File: src/rtl/tc140l_out_pkg.sv
// tc140l_out_uart shared types: transmitter states, line-ending bytes
// and the hex-digit encoder used by the ASCII build (TC140L_OUT_ASCII_EN).
package tc140l_out_pkg;

  typedef enum logic [2:0] {
    ST_IDLE,
    ST_LOAD,
    ST_START,
    ST_DATA,
    ST_STOP
  } tx_state_e;

  localparam logic [7:0] CR = 8'h0D;
  localparam logic [7:0] LF = 8'h0A;

  function automatic logic [7:0] nibble_to_ascii(input logic [3:0] n);
    if (n < 4'd10) begin
      return 8'h30 + {4'h0, n};
    end
    return 8'h37 + {4'h0, n};
  endfunction

endpackage

File: src/rtl/tc140l_out_fifo.sv
// Word FIFO between the CPU OUT strobe and the UART transmitter.
// Pushes while full are dropped and latch a sticky overflow flag.
module tc140l_out_fifo #(
  parameter int DEPTH = 8
) (
  input  logic                     clock,
  input  logic                     reset_n,
  input  logic                     wr_valid_i,
  input  logic [15:0]              wr_data_i,
  input  logic                     rd_pop_i,
  output logic [15:0]              rd_data_o,
  output logic [$clog2(DEPTH):0]   count_o,
  output logic                     full_o,
  output logic                     empty_o,
  output logic                     overflow_o
);

  localparam int PW = $clog2(DEPTH);
  localparam int CW = PW + 1;

  logic [15:0]   mem_q [DEPTH];
  logic [PW-1:0] wptr_q, rptr_q;
  logic [CW-1:0] count_q;
  logic          ovf_q;
  logic          full, empty, push, pop;

  assign full  = (count_q == CW'(DEPTH));
  assign empty = (count_q == '0);
  assign push  = wr_valid_i && !full;
  assign pop   = rd_pop_i && !empty;

  always_ff @(posedge clock) begin
    if (push) begin
      mem_q[wptr_q] <= wr_data_i;
    end
  end

  always_ff @(posedge clock or negedge reset_n) begin
    if (!reset_n) begin
      wptr_q  <= '0;
      rptr_q  <= '0;
      count_q <= '0;
      ovf_q   <= 1'b0;
    end else begin
      if (push) wptr_q <= wptr_q + PW'(1);
      if (pop) rptr_q <= rptr_q + PW'(1);
      count_q <= count_q + CW'(push) - CW'(pop);
      // a full-time push is lost even if a pop frees a slot this cycle
      if (wr_valid_i && full) ovf_q <= 1'b1;
    end
  end

  assign rd_data_o  = mem_q[rptr_q];
  assign count_o    = count_q;
  assign full_o     = full;
  assign empty_o    = empty;
  assign overflow_o = ovf_q;

endmodule

File: src/rtl/tc140l_out_uart.sv
// tc140l OUT-port serializer: FIFO plus 8N1 transmitter.
// Define TC140L_OUT_ASCII_EN to send each word as "HHHH\r\n" instead of 2 raw bytes.
module tc140l_out_uart
  import tc140l_out_pkg::*;
#(
  parameter int CLKS_PER_BIT = 434,
  parameter int FIFO_DEPTH   = 8
) (
  input  logic                          clock,
  input  logic                          reset_n,
  input  logic [15:0]                   out_data,
  input  logic                          out_valid,
  output logic                          tx,
  output logic                          tx_busy,
  output logic [$clog2(FIFO_DEPTH):0]   fifo_count,
  output logic                          fifo_full,
  output logic                          overflow
);

`ifdef TC140L_OUT_ASCII_EN
  localparam int CHARS = 6;
  localparam int IW    = 3;
`else
  localparam int CHARS = 2;
  localparam int IW    = 1;
`endif

  localparam logic [IW-1:0] IDX_LAST = IW'(CHARS - 1);
  localparam logic [15:0]   BIT_LAST = 16'(CLKS_PER_BIT - 1);

  tx_state_e     state_q, state_d;
  logic [15:0]   timer_q, timer_d;
  logic [2:0]    bit_q, bit_d;
  logic [7:0]    shift_q, shift_d;
  logic [15:0]   word_q, word_d;
  logic [IW-1:0] idx_q, idx_d;
  logic          tx_q, tx_d;
  logic          pop, empty;
  logic [15:0]   head;
  logic [7:0]    char_b;

  tc140l_out_fifo #(
    .DEPTH(FIFO_DEPTH)
  ) u_fifo (
    .clock     (clock),
    .reset_n   (reset_n),
    .wr_valid_i(out_valid),
    .wr_data_i (out_data),
    .rd_pop_i  (pop),
    .rd_data_o (head),
    .count_o   (fifo_count),
    .full_o    (fifo_full),
    .empty_o   (empty),
    .overflow_o(overflow)
  );

`ifdef TC140L_OUT_ASCII_EN
  always_comb begin
    char_b = LF;
    case (idx_q)
      3'd0:    char_b = nibble_to_ascii(word_q[15:12]);
      3'd1:    char_b = nibble_to_ascii(word_q[11:8]);
      3'd2:    char_b = nibble_to_ascii(word_q[7:4]);
      3'd3:    char_b = nibble_to_ascii(word_q[3:0]);
      3'd4:    char_b = CR;
      default: char_b = LF;
    endcase
  end
`else
  always_comb begin
    char_b = idx_q[0] ? word_q[7:0] : word_q[15:8];
  end
`endif

  always_comb begin
    state_d = state_q;
    timer_d = timer_q;
    bit_d   = bit_q;
    shift_d = shift_q;
    word_d  = word_q;
    idx_d   = idx_q;
    tx_d    = tx_q;
    pop     = 1'b0;
    unique case (state_q)
      ST_IDLE: begin
        if (!empty) begin
          pop     = 1'b1;
          word_d  = head;
          idx_d   = '0;
          state_d = ST_LOAD;
        end
      end
      ST_LOAD: begin
        shift_d = char_b;
        timer_d = BIT_LAST;
        tx_d    = 1'b0;
        state_d = ST_START;
      end
      ST_START: begin
        if (timer_q == '0) begin
          timer_d = BIT_LAST;
          tx_d    = shift_q[0];
          shift_d = {1'b0, shift_q[7:1]};
          bit_d   = '0;
          state_d = ST_DATA;
        end else begin
          timer_d = timer_q - 16'd1;
        end
      end
      ST_DATA: begin
        if (timer_q == '0) begin
          timer_d = BIT_LAST;
          if (bit_q == 3'd7) begin
            tx_d    = 1'b1;
            state_d = ST_STOP;
          end else begin
            tx_d    = shift_q[0];
            shift_d = {1'b0, shift_q[7:1]};
            bit_d   = bit_q + 3'd1;
          end
        end else begin
          timer_d = timer_q - 16'd1;
        end
      end
      ST_STOP: begin
        if (timer_q == '0) begin
          if (idx_q < IDX_LAST) begin
            idx_d   = idx_q + IW'(1);
            state_d = ST_LOAD;
          end else begin
            state_d = ST_IDLE;
          end
        end else begin
          timer_d = timer_q - 16'd1;
        end
      end
      default: state_d = ST_IDLE;
    endcase
  end

  always_ff @(posedge clock or negedge reset_n) begin
    if (!reset_n) begin
      state_q <= ST_IDLE;
      timer_q <= '0;
      bit_q   <= '0;
      shift_q <= '0;
      word_q  <= '0;
      idx_q   <= '0;
      tx_q    <= 1'b1;
    end else begin
      state_q <= state_d;
      timer_q <= timer_d;
      bit_q   <= bit_d;
      shift_q <= shift_d;
      word_q  <= word_d;
      idx_q   <= idx_d;
      tx_q    <= tx_d;
    end
  end

  assign tx      = tx_q;
  assign tx_busy = (state_q != ST_IDLE);

endmodule

File: config.mk
export PLATFORM = sky130hd
export DESIGN_NAME = tc140l_out_uart
export DESIGN_NICKNAME = d
export VERILOG_FILES = /design/src/rtl/tc140l_out_pkg.sv /design/src/rtl/tc140l_out_fifo.sv /design/src/rtl/tc140l_out_uart.sv
export SDC_FILE = /design/constraint.sdc
export NUM_CORES = 1
export LEC_CHECK = 0
export CAP_MARGIN = 10
export CORE_ASPECT_RATIO = 0.75
export CORE_MARGIN = 1
export CORE_UTILIZATION = 40
export DETAILED_ROUTE_END_ITERATION = 7
export MAX_ROUTING_LAYER = met4
export PLACE_DENSITY_LB_ADDON = 0.25
export SLEW_MARGIN = 10
export SYNTH_ARGS = -nofsm -noshare
export SYNTH_HDL_FRONTEND = slang
export SYNTH_HIERARCHICAL = 1
export SYNTH_SLANG_ARGS = --single-unit
File: constraint.sdc
create_clock -name clock -period 3.1 [get_ports clock]
set_clock_uncertainty 0.05 [all_clocks]
set_input_delay 0.62 -clock clock [delete_from_list [all_inputs] [get_ports clock]]
set_output_delay 0.62 -clock clock [all_outputs]
set_load 0.1 [all_outputs]
== Yosys cells after proc, flatten, opt, wreduce, memory -nomap -nowiden ==
Memories as Yosys holds them, arrays and structs flattened. A register that Yosys moved wholly into a read port is not among the register bits.
Index checks and enable logic that the tools add are counted.

* Magnitude comparators: 1
* Equal/unequal tests: 14
* $add $sub $neg: 7
* Mux-type cells: 31
* Bitwise operators: 1
* Reduce and logical (&&, ||, !) cells: 22

{| class="wikitable"
|+ Operators by type and width
! kind !! count
|-
| 16-bit one-hot mux with 3 select lines || 1
|-
| 16-bit two-way mux || 2
|-
| 8-bit two-way mux || 4
|-
| 3-bit two-way mux || 8
|-
| 8-bit one-hot mux with 3 select lines || 1
|-
| 16-bit zero test || 1
|-
| 2-bit != test (second input constant) || 8
|-
| 16-bit by 1-bit subtractor with 16-bit output (second input constant) || 1
|-
| 3-bit one-hot mux with 5 select lines || 1
|-
| 4-bit AND reduction || 3
|-
| 1-bit two-way mux || 11
|-
| 3-bit by 1-bit adder with 3-bit output (second input constant) || 3
|-
| 3-bit nonzero test || 3
|-
| 3-bit by 2-bit == test with 1-bit output (second input constant) || 2
|-
| 3-bit == test (second input constant) || 2
|-
| 3-bit one-hot mux with 2 select lines || 1
|-
| 5-bit AND reduction || 1
|-
| 4-bit by 1-bit adder with 4-bit output || 1
|-
| 4-bit == test (second input constant) || 1
|-
| 4-bit zero test || 1
|-
| 2-bit AND reduction || 2
|-
| 2-bit nonzero test || 2
|-
| 4-bit by 1-bit subtractor with 4-bit output || 1
|-
| 3-bit by 1-bit == test with 1-bit output (second input constant) || 1
|-
| other kinds (10) || 14
|}

* Flip-flop bits (word level): 43
* Memories: 1
* Output and inout bits: 8
* RAM bits: 128

{| class="wikitable"
|+ Memories
! name !! words !! bits a word !! read ports !! clocked after memory_dff !! wr ports !! line !! RTL
|-
| u_fifo.mem_q || 8 || 16 || 1 || 1 || 1 || tc140l_out_fifo.sv:21 || <nowiki>logic [15:0] mem_q [DEPTH];</nowiki>
|}

== Longest topological paths before layout ==
* Word-level depth: 5
* Gate-level depth with buffers: 13

== By module ==
The synthesis kept the hierarchy.

{| class="wikitable"
|+ Modules (own cells, without submodules)
! module !! seq. area each (um^2) !! cells an instance !! instances !! area each (um^2)
|-
| tc140l_out_fifo || 4119.0 || 245 || 1 || 5535.3
|-
| tc140l_out_uart || 1202.4 || 272 || 1 || 2606.2
|}

== Least setup slack after synthesis ==
No wires, ideal clock.

* Path type: register to register
* Start: register u_fifo.count_q[2] (netlist: u_fifo/count_o[2])
* End: memory u_fifo.mem_q[0][0], enable pin
* Path buffers: 0
* Setup time: 0.430 ns
* Cell stages (with the launch flop): 6
* Clock period less this slack: 3.715 ns
* Arrival: 3.235 ns
* Slack: -0.615 ns
* Cell sequence: dfrtp_1 -> inv_1 -> ha_1 -> or3b_2 -> nand2_2 -> nor4_1

* Word-level cells in the longest chain between the ends: 5

{| class="wikitable"
|+ Ends and longest elaborated chain
! item !! line !! RTL
|-
| start: declaration || tc140l_out_fifo.sv:23 || <nowiki>logic [CW-1:0] count_q;</nowiki>
|-
| start signal: assignment || tc140l_out_fifo.sv:47 || <nowiki>count_q <= count_q + CW'(push) - CW'(pop);</nowiki>
|-
| 4-bit == test || tc140l_out_fifo.sv:27 || <nowiki>assign full = (count_q == CW'(DEPTH));</nowiki>
|-
| 1-bit zero test || tc140l_out_fifo.sv:29 || <nowiki>assign push = wr_valid_i && !full;</nowiki>
|-
| 1-bit logical AND || tc140l_out_fifo.sv:29 ||
|-
| 1-bit two-way mux || tc140l_out_fifo.sv:33 || <nowiki>if (push) begin</nowiki>
|-
| 1-bit two-way mux (implied by the code) || tc140l_out_fifo.sv:34 || <nowiki>mem_q[wptr_q] <= wr_data_i;</nowiki>
|-
| end: declaration || tc140l_out_fifo.sv:21 ||
|}

Every way passes these cells.

== Worst setup path after layout ==
* Start: register u_fifo.count_q[2] (netlist: u_fifo/count_o[2])
* End: output port fifo_full

* Word-level cells in the longest chain between the ends: 1

{| class="wikitable"
|+ Ends and longest elaborated chain
! item !! line !! RTL
|-
| 4-bit == test || tc140l_out_fifo.sv:27 ||
|-
| end: declaration || tc140l_out_uart.sv:16 || <nowiki>output logic fifo_full,</nowiki>
|}

Every way passes these cells.

==> flow_summary_export.csv <==
group,metric,value,unit
logic_synthesis,synth_top_area_share,47.21,%
power_and_ir_drop,switching_share,26.94,%
finish,fin_area,9370,um2
power_and_ir_drop,power.internal,4.554,mW
critical_path,crit_buf_inv,3,
critical_path,rr_endpoint,"u_fifo/count_o[2]$_DFF_PN0_",
global_route,grt.overflow.total,0,
floorplanning,io_pins,27,
clock_tree,clkSinkCount,187,
global_route,grtUsageTotal,16.92,%
clock_tree,clk_pin_slew,70,ps
place,dpl.hpwl,10030,um
floorplanning,die-area,20930,um2
detailed_routing,drc_errors,0,
logic_synthesis,synthCells,517,
critical_path,startpoint_type,"flop",
sta,setup_violations,0,
global_route,grt_max_degree,32,
clock_tree,cts_buffers,17,
critical_path,critPathLaunch,"u_fifo/count_o[2]$_DFF_PN0_",
global_route,grt_busiest_layer,"met2",
global_route,grt_util_met1,23.98,%
hold_path,hp-class,"input port to async pin",
logic_synthesis,syn_area,8142,um2
sta,max_freq,0.3742,GHz
logic_synthesis,syn_nets,549,
detailed_routing,viasPerCell,5.453,
detailed_routing,first_pass_iters,4,
critical_path,crit_path_max_fanout,4,
power_and_ir_drop,p_clk_share,34.1,%
place,io_buffers,26,
clock_tree,clk_path_buf_depth,2,
detailed_routing,wl,15850,um
power_and_ir_drop,seq_power_share,50.1,%
sta,postLayoutSetupSlackWorst,427.4,ps
power_and_ir_drop,comb_power_share,15.8,%
global_route,grt_first_pass_wirelength,25700,um
place,place_area,8788,um2
critical_path,slowest_delay,510,ps
global_route,antenna_found_initial,0,
place,gp_congestion,0.8163,
sta,tns,0,ps
sta,fin_crit,2673,ps
logic_synthesis,synthArstFlopShare,31.55,%
logic_synthesis,synth_edf_count,128,
finish,fin_nets,589,
logic_synthesis,yosysWarnings,6,
critical_path,timing.rr.start,"u_fifo/count_o[2]$_DFF_PN0_",
critical_path,cpMostUsedCell,"inv_1",
critical_path,crit_family,"simple AND/OR/NAND/NOR gates",
clock_tree,tritoncts,"done",
critical_path,rr_worst_depth,10,
job,drv_cap,0,
critical_path,worstPathArrival,2000,ps
logic_synthesis,synth-seq-cells,187,
detailed_routing,wire_per_inst,19.26,um
critical_path,path_depth,5,
detailed_routing,drt_iter0_markers,349,
outcome,status,"finished clean",
logic_synthesis,syn_avg_cell_area,15.75,um2
critical_path,crit_required,2430,ps
finish,diodes,0,
logic_synthesis,ys_types,62,
floorplanning,start_util,41.42,%
finish,final_layout_size_suffix_gt1_share,21.23,%
finish,synthToLayoutAreaGrowth,15.09,%
power_and_ir_drop,ir_worst_vdd,388.4,uV
detailed_routing,dr_total_vias,4488,
power_and_ir_drop,powerDensity,665.3,nW/um2
global_route,grt_pass1_vias,4556,
finish,fillers,1625,
sta,rsz0062_at_grt,"no",
sta,slew_viol_final,0,
critical_path,worstSetupEndpointType,"output port",
clock_tree,insertion_delay,420,ps
clock_tree,post_cts_resized,0,
critical_path,r2r_slack,440,ps
detailed_routing,ant_nets,0,
power_and_ir_drop,power.leakage,3.428,nW
clock_tree,cts-root-buf,"clkbuf_16",
critical_path,slowest_stage,"or3b_2",
global_route,gr-usage-met2,24.79,%
sta,fin_crit_sh,86.21,%
logic_synthesis,synthFlopType,"edfxtp_1",
global_route,use_met3,3.229,%
sta,relSlewSlack,38.67,%
sta,tightestPinTransition,915.9,ps
floorplanning,die_h,125.6,um
sta,hold_violations,0,
clock_tree,ctsHoldBuffers,0,
floorplanning,coreArea,19650,um2
clock_tree,htreeDepth,4,
logic_synthesis,synth_area_leaders,"edfxtp_1, dfrtp_1, mux4_1, mux2_2, mux4_2",
power_and_ir_drop,p_switching,1.680,mW
place,pre_cts_slack,452.5,ps
critical_path,critPathKind,"flop to output port",
floorplanning,num_rows,44,
critical_path,setup.worst_path.end,"fifo_full",
logic_synthesis,synth_top_area_cell,"edfxtp_1",
clock_tree,post_cts_buffers,0,
floorplanning,die_w,166.7,um
finish,utilization,47.68,%
critical_path,crit_chain,"inv_1 -> ha_1 -> or3b_2 -> inv_1 -> buf_12",
logic_synthesis,synth-seq-area-share,65.36,%
worst register-to-register path: stages (launching register included):
cell and delay (ps):
dfrtp_4 470, inv_1 110, ha_1 160, or3b_2 510, nand2_2 220, ha_1 270, inv_1 60, ha_1 150
inv_1 50, fa_1 370, xnor2_1 130
cell usage after synthesis (2+ instances only):
| library cell | number |
|---|---|
| edfxtp_1 | 128 |
| dfrtp_1 | 58 |
| mux2_2 | 35 |
| nand2_1 | 32 |
| mux4_1 | 25 |
| o21ai_0 | 25 |
| nor2_1 | 22 |
| a21oi_1 | 19 |
| inv_1 | 15 |
| clkbuf_1 | 12 |
| ha_1 | 12 |
| mux2i_1 | 11 |
| nand3_1 | 11 |
| nor3_1 | 11 |
| or3_1 | 9 |
| mux4_2 | 7 |
| xnor2_1 | 7 |
| buf_2 | 6 |
| buf_6 | 5 |
| nand2b_1 | 5 |
| nor4_1 | 4 |
| o22ai_1 | 4 |
| o31ai_1 | 4 |
| a21o_1 | 3 |
| nand4_1 | 3 |
| and4_1 | 2 |
| nand3b_1 | 2 |
| nor3b_1 | 2 |
| nor4b_1 | 2 |
| or2_2 | 2 |
| or4_1 | 2 |
| xor2_1 | 2 |
cells in the final DEF (no fill, tap or decap), types with 3 or more instances in the layout:
cell type	count
edfxtp_1	128
dfrtp_1	54
mux2_2	35
nand2_1	32
o21ai_0	25
buf_4	25
mux4_1	25
nor2_1	22
a21oi_1	19
clkbuf_16	17
clkdlybuf4s50_1	17
inv_1	15
ha_1	12
mux2i_1	11
nand3_1	11
or3_1	8
nor3_1	7
xnor2_1	7
mux4_2	7
nand2b_1	5
nor3_2	5
o22ai_1	4
o31ai_1	4
clkbuf_1	4
nor4_1	3
nand4_1	3
a21o_1	3
clkinvlp_4	3
buf_12	3
dfrtp_2	3
through the flow:
stage	cells	power [mW]	hold slack [ps]
CTS	823	6.304	222.3
floorplan	517	3.788	274.4
finish	823	6.234	196.4
detailed placement	791	4.175	399.5
global placement	791	4.129	395.1
global route	823	6.485	256.0
cells by family (layout without fill, tap and decap cells):
logic type / count (synthesis) / after routing / synth area share, %
muxes: 78 / 78 / 16.20
DFF: 187 / 187 / 65.36
xor gates and xnor gates: 9 / 9 / 0.9682
and+or+nand+nor: 119 / 119 / 7.623
buffers and inverters: 40 / 93 / 2.413
AOI/OAI and AO/OA: 71 / 71 / 5.348
adders and majority gates: 13 / 13 / 2.090
worst min path at each step:
stage                                        startpoint                            end  slack, ps  cells after the start
after floorplan                                 reset_n           bit_q[0]$_DFFE_PN0P_        270                      0
after global placement    u_fifo/overflow_o$_DFFE_PN0P_  u_fifo/overflow_o$_DFFE_PN0P_        400                      1
after detailed placement  u_fifo/overflow_o$_DFFE_PN0P_  u_fifo/overflow_o$_DFFE_PN0P_        400                      1
after CTS                                       reset_n        timer_q[13]$_DFFE_PN0P_        220                      1
after global routing                            reset_n        timer_q[13]$_DFFE_PN0P_        260                      1
final                                           reset_n        timer_q[13]$_DFFE_PN0P_        200                      1
power groups by stage:
| stage | logic, mW | registers [mW] | clock network [mW] |
|---|---|---|---|
| final | 0.985 | 3.12 | 2.13 |
| after global routing | 1.06 | 3.15 | 2.27 |
| after CTS | 1.00 | 3.13 | 2.17 |
| after detailed placement | 0.997 | 3.18 | 0 |
| after global placement | 0.974 | 3.16 | 0 |
| after floorplan | 0.410 | 3.38 | 0 |
routing by layer:
metal	vias to the layer above	wire, um
met3	11	393
met1	2303	8046
li1	2096	-
met5	-	0
met2	78	7264
met4	0	148
flip-flops by register name, indices dropped and copies added (netlist names):
signal             count
u_fifo/mem_q         128
timer_q               16
word_q                16
shift_q                8
u_fifo/count_o         4
bit_q                  3
state_q                3
u_fifo/rptr_q          3
u_fifo/wptr_q          3
idx_q                  1
tx                     1
u_fifo/overflow_o      1
area by class of cell:
class	instances	area [um2]	area share (%)
Inverter	15	56.30	0.6009
Timing Repair Buffer	46	422.9	4.513
Clock buffer	23	467.9	4.994
Clock inverter	9	113.9	1.215
Tap cell	253	316.6	3.378
Sequential cell	187	5329	56.87
Multi-Input combinational cell	290	2664	28.43
(Power assumes the default switching activity.)
